`src/rtl/dtw_result_writer.sv`:
```
// dtw_result_writer: buffers DTW result words and writes them sequentially
// into the shared result memory, yielding the port whenever the core uses it.
module dtw_result_writer #(
   parameter int BASE_ADDR  = 20,
   parameter int ADDR_W     = 10,
   parameter int DATA_W     = 32,
   parameter int FIFO_DEPTH = 4,
   parameter int MAX_WORDS  = 64
) (
   input  logic              clk,
   input  logic              nrst,
   input  logic [DATA_W-1:0] i_res_data,
   input  logic              i_res_valid,
   input  logic              i_res_last,
   output logic              o_res_ready,
   input  logic              i_core_cs_n,
   input  logic              i_core_wr,
   input  logic [ADDR_W-1:0] i_core_addr,
   input  logic [DATA_W-1:0] i_core_wdata,
   output logic              o_mem_cs_n,
   output logic              o_mem_wr,
   output logic [ADDR_W-1:0] o_mem_addr,
   output logic [DATA_W-1:0] o_mem_wdata,
   output logic              o_done,
   output logic              o_overflow
);
   localparam int PW = $clog2(FIFO_DEPTH);
   localparam int CW = $clog2(MAX_WORDS + 2);
   localparam logic [ADDR_W-1:0] BASE = ADDR_W'(BASE_ADDR);
   localparam logic [CW-1:0] MAXC = CW'(MAX_WORDS);

   typedef enum logic [1:0] {S_IDLE, S_ACTIVE, S_DONE} state_t;

   state_t            state;
   logic [DATA_W:0]   buf_q [FIFO_DEPTH];
   logic [PW:0]       wr_idx;
   logic [PW:0]       rd_idx;
   logic [ADDR_W-1:0] wptr;
   logic [ADDR_W-1:0] eff_ptr;
   logic [CW-1:0]     cnt;
   logic [CW-1:0]     eff_cnt;
   logic [DATA_W:0]   head;
   logic              full;
   logic              empty;
   logic              accept;
   logic              pop;
   logic              wr_en;

   assign empty = (wr_idx == rd_idx);
   assign full  = (wr_idx[PW] != rd_idx[PW]) &&
                  (wr_idx[PW-1:0] == rd_idx[PW-1:0]);
   assign head  = buf_q[rd_idx[PW-1:0]];

   assign o_res_ready = !full;
   assign accept      = i_res_valid && !full;
   assign pop         = i_core_cs_n && !empty;

   // An entry popped while still in DONE opens the next set at BASE.
   assign eff_ptr = (state == S_DONE) ? BASE : wptr;
   assign eff_cnt = (state == S_DONE) ? '0 : cnt;
   assign wr_en   = pop && (eff_cnt < MAXC);

   always_comb begin
      o_mem_cs_n  = 1'b1;
      o_mem_wr    = 1'b0;
      o_mem_addr  = '0;
      o_mem_wdata = '0;
      unique case (1'b1)
         !i_core_cs_n: begin
            o_mem_cs_n  = 1'b0;
            o_mem_wr    = i_core_wr;
            o_mem_addr  = i_core_addr;
            o_mem_wdata = i_core_wdata;
         end
         wr_en: begin
            o_mem_cs_n  = 1'b0;
            o_mem_wr    = 1'b1;
            o_mem_addr  = eff_ptr;
            o_mem_wdata = head[DATA_W-1:0];
         end
         default: ;
      endcase
   end

   always_ff @(posedge clk) begin
      if (accept)
         buf_q[wr_idx[PW-1:0]] <= {i_res_last, i_res_data};
   end

   always_ff @(posedge clk) begin
      if (!nrst) begin
         wr_idx     <= '0;
         rd_idx     <= '0;
         wptr       <= BASE;
         cnt        <= '0;
         state      <= S_IDLE;
         o_done     <= 1'b0;
         o_overflow <= 1'b0;
      end else begin
         if (accept)
            wr_idx <= wr_idx + (PW+1)'(1);
         if (pop)
            rd_idx <= rd_idx + (PW+1)'(1);

         if (state == S_IDLE && accept)
            state <= S_ACTIVE;

         if (state == S_DONE && (accept || pop)) begin
            state      <= S_ACTIVE;
            o_done     <= 1'b0;
            o_overflow <= 1'b0;
            wptr       <= BASE;
            cnt        <= '0;
         end

         if (pop) begin
            if (wr_en) begin
               wptr <= eff_ptr + ADDR_W'(1);
               cnt  <= eff_cnt + CW'(1);
            end else begin
               o_overflow <= 1'b1;
            end
            if (head[DATA_W]) begin
               state  <= S_DONE;
               o_done <= 1'b1;
            end
         end
      end
   end
endmodule

```
`config.mk`:
```
export PLATFORM = sky130hd
export DESIGN_NAME = dtw_result_writer
export DESIGN_NICKNAME = d
export VERILOG_FILES = /design/src/rtl/dtw_result_writer.sv
export SDC_FILE = /design/constraint.sdc
export NUM_CORES = 1
export LEC_CHECK = 0
export ABC_AREA = 1
export ABC_CLOCK_PERIOD_IN_PS = 3200
export CAP_MARGIN = 40
export CORE_UTILIZATION = 47
export CTS_CLUSTER_DIAMETER = 40
export DETAILED_ROUTE_END_ITERATION = 12
export GPL_ROUTABILITY_DRIVEN = 0
export HOLD_SLACK_MARGIN = 0.15
export PLACE_DENSITY = 0.76
export SKIP_LAST_GASP = 1
export SYNTH_ARGS = -nofsm -noshare
export SYNTH_HDL_FRONTEND = slang
export SYNTH_SLANG_ARGS = --single-unit
export TNS_END_PERCENT = 20
```
`constraint.sdc`:
```
create_clock -name clk -period 3.2 [get_ports clk]
set_clock_uncertainty 0.2 [all_clocks]
set_input_delay 0.8 -clock clk [delete_from_list [all_inputs] [get_ports clk]]
set_output_delay 0.8 -clock clk [all_outputs]
set_load 0.01 [all_outputs]
```
==> results by group <==
Floorplan
  – FP Rows: 44
  – DIE AREA: 0.0154 sq mm
  – Die W: 124 um
  – I/O Pins: 127
  – Die Y-Extent: 124 um
  – Initial Util: 0.482
  – CORE AREA: 0.0145 sq mm

Timing
  – Slew HR: 0.597
  – Unrepaired setup endpoints after global routing: yes
  – Fin Setup TNS: -1.79 ns
  – Worst-margin pin slew: 0.603 ns
  – Final WS setup: -0.117 ns
  – Slew Limit Fails: 0
  – Min Tclk post-route: 3.32 ns
  – F_max: 302 MHz
  – Hold Vio Cnt, Final: 0
  – Final period util: 1.04
  – Setup Viol. Count Final: 20

Detailed routing
  – WL final: 16,200 um
  – Wire per inst: 16.9 um
  – Initial DRC Count: 332
  – DRT antenna net count: 0
  – Vias per cell: 5.53
  – Drt first pass iters: 4
  – Drt drc: 0
  – Via Count: 5,296

Clock tree
  – Clk pin slew, worst setup/hold paths: 0.06 ns
  – Clk sinks: 161
  – # hold bufs at CTS: 0
  – CTS root buffer: clkbuf_16
  – CTS Buf Count: 17
  – Worst-skew pair later-pin latency: 0.42 ns
  – H-Tree Level Count: 4
  – CTS tree: built
  – Clk buf depth: 2

Global routing
  – Vias in the first global route: 5,206
  – Antenna violations before repair: 0
  – Pin count of the biggest net entering global routing: 39
  – Gr usage total: 0.222
  – First-pass GRT wire length: 25,400 um
  – GRT overflow: 0

Logic synthesis
  – Flops & latches, synth: 161
  – Syn Area/Cell: 11.3 sq um
  – Mapped Nets: 707
  – Seq/Total Area, Yosys: 0.649
  – Synth cell types: 33
  – Post-Syn Area: 0.00701 sq mm
  – Syn. warnings: 0
  – Synth Instances: 620

Setup path
  – Crit-path max FO: 14
  – Data required, critical path: 2.20 ns
  – CP Capture Type: output port
  – Arrival @ worst endpoint: 2.32 ns
  – Startpoint Class: flip-flop
  – Critical path class: reg -> out

Power and ir drop
  – Clock network power share: 0.356
  – Sw Share: 0.259
  – Combinational fraction of design power: 0.198
  – PwrDens: 584 mW/mm^2
  – Cell internal pwr: 4.03 mW
  – Maximum vdd drop: 0.000361 V
  – P_sw: 1.41 mW
  – Flop pwr share: 0.446
  – Pleak: 3.39 nW
  – Tot Pwr: 5.44 mW

Layout
  – Most frequent cells in the layout: edfxtp_1 (132), clkdlybuf4s50_1 (111), o21ai_0 (80)
  – Layout cells sized above 1: 0.132
  – Commonest non-fill, non-tap cell in the layout: edfxtp_1
  – Final core utilization: 0.640
  – Net count reported at finish: 848
  – ANT cells: 0
  – Synth-to-Final Area Change: 32.8%
  – Design area: 0.00931 sq mm

Hold path
  – Worst Hold Class: reg -> reg

Placed design
  – Post-DP Area: 0.00866 sq mm
  – Buffers on Ports: 126
  – Dpl hpwl: 10,400 um

Run status
  – Status: complete, but fails checks
  – Failing checks: setup timing

Run
  – Max-cap violations: 0
-- stage by stage --
step           std cells  worst slack [ns]  hold WS (ns)
2_1_floorplan        620             0.137         0.251
3_3_place_gp         923            -0.264         0.259
3_5_place_dp         923            -0.261         0.263
4_1_cts              958            -0.116         0.270
5_1_grt              958            -0.200         0.301
6_report             958            -0.117         0.267
-- synthesized netlist by cell type --
| cell | number | area (sq um) |
|---|---|---|
| nand3_2 | 11 | 110 |
| clkbuf_1 | 20 | 75.1 |
| buf_6 | 3 | 33.8 |
| nor2_2 | 2 | 12.5 |
| inv_2 | 6 | 22.5 |
| a31oi_1 | 1 | 6.26 |
| nand3b_1 | 2 | 15.0 |
| nand2_2 | 3 | 18.8 |
| nand2_4 | 2 | 22.5 |
| clkinv_1 | 2 | 7.51 |
| o21ai_0 | 80 | 400 |
| nand3_1 | 28 | 140 |
| nand2_1 | 69 | 259 |
| buf_12 | 1 | 20.0 |
| o31ai_1 | 1 | 7.51 |
| nand4_1 | 4 | 25.0 |
| edfxtp_1 | 132 | 3960 |
| nand2_8 | 1 | 20.0 |
| dfxtp_1 | 29 | 581 |
| ha_1 | 7 | 87.6 |
| inv_1 | 25 | 93.8 |
| a21oi_1 | 17 | 85.1 |
| a21oi_2 | 7 | 61.3 |
| buf_4 | 3 | 22.5 |
| a22o_1 | 34 | 298 |
| and3_1 | 1 | 6.26 |
| buf_2 | 10 | 50.1 |
| o22ai_1 | 34 | 213 |
| nor2_1 | 81 | 304 |
| xor2_1 | 1 | 8.76 |
| nor2_8 | 1 | 20.0 |
| inv_4 | 1 | 6.26 |
| xnor2_1 | 1 | 8.76 |
-- registers in the layout (all words and copies together) (netlist names), named ones only --
register / flops
rd_idx: 3
o_done: 1
wr_idx: 3
buf_q: 132
wptr: 10
o_overflow: 1
cnt: 7
state: 2
-- routing by layer --
metal / track usage / up-vias / part of all wire
li1: - / 2530 / -
met1: 0.261 / 2567 / 0.41
met2: 0.385 / 173 / 0.51
met3: 0.0536 / 26 / 0.058
met4: 0.0952 / 0 / 0.020
met5: 0 / - / 0
-- power groups by stage --
stage,sequential (mW),clock (mW),combinational (mW)
finish,2.42,1.94,1.08
global route,2.43,2.03,1.18
CTS,2.42,1.96,1.09
detailed placement,2.47,0,1.06
global placement,2.46,0,1.03
floorplan,2.46,0,0.560
-- cells by family after synthesis --
group,count (synthesis),share of synthesized area
AOI/OAI and AO/OA,174,0.153
xor gates and xnor gates,2,0.00250
adders and majority gates,7,0.0125
buffers and inverters,71,0.0473
DFF,161,0.649
and+or+nand+nor,205,0.136
-- timing repair --
item | in CTS | in global routing
gates resized for setup | 13 | 6
endpoints found under the setup margin | 44 | 32
gates cloned | 1 | 0
pin swaps | 1 | 0
setup buffers | 2 | 0
-- layout make-up --
| cell class | instances | area [sq um] |
|---|---|---|
| Tap cell | 184 | 230 |
| Sequential cell | 161 | 4550 |
| Clock buffer | 19 | 433 |
| Fill cell | 1111 | 5230 |
| Clock inverter | 13 | 136 |
| Multi-Input combinational cell | 388 | 2160 |
| Timing Repair Buffer | 159 | 1660 |
| Inverter | 34 | 130 |
-- path summary, 6_finish.rpt --
path,from,slack (ns),cells after the start,to
worst max-delay path,rd_idx[0],-0.12,10,o_mem_wdata[9]
worst min-delay path,o_done,0.27,2,o_done
worst max register to register,rd_idx[0],0.94,7,buf_q[2][4]
worst min register to register,o_done,0.27,2,o_done
-- critical path, stage by stage, from the launching register on --
cell,delay (ns)
dfxtp_1,0.38
inv_2,0.06
nand2_1,0.05
nand2_1,0.10
nand3_2,0.11
nand2_4,0.08
nor2_8,0.16
buf_12,0.13
buf_12,0.13
a22o_1,0.13
clkdlybuf4s50_1,0.54
No activity file was read; power rests on OpenSTA's default activity.
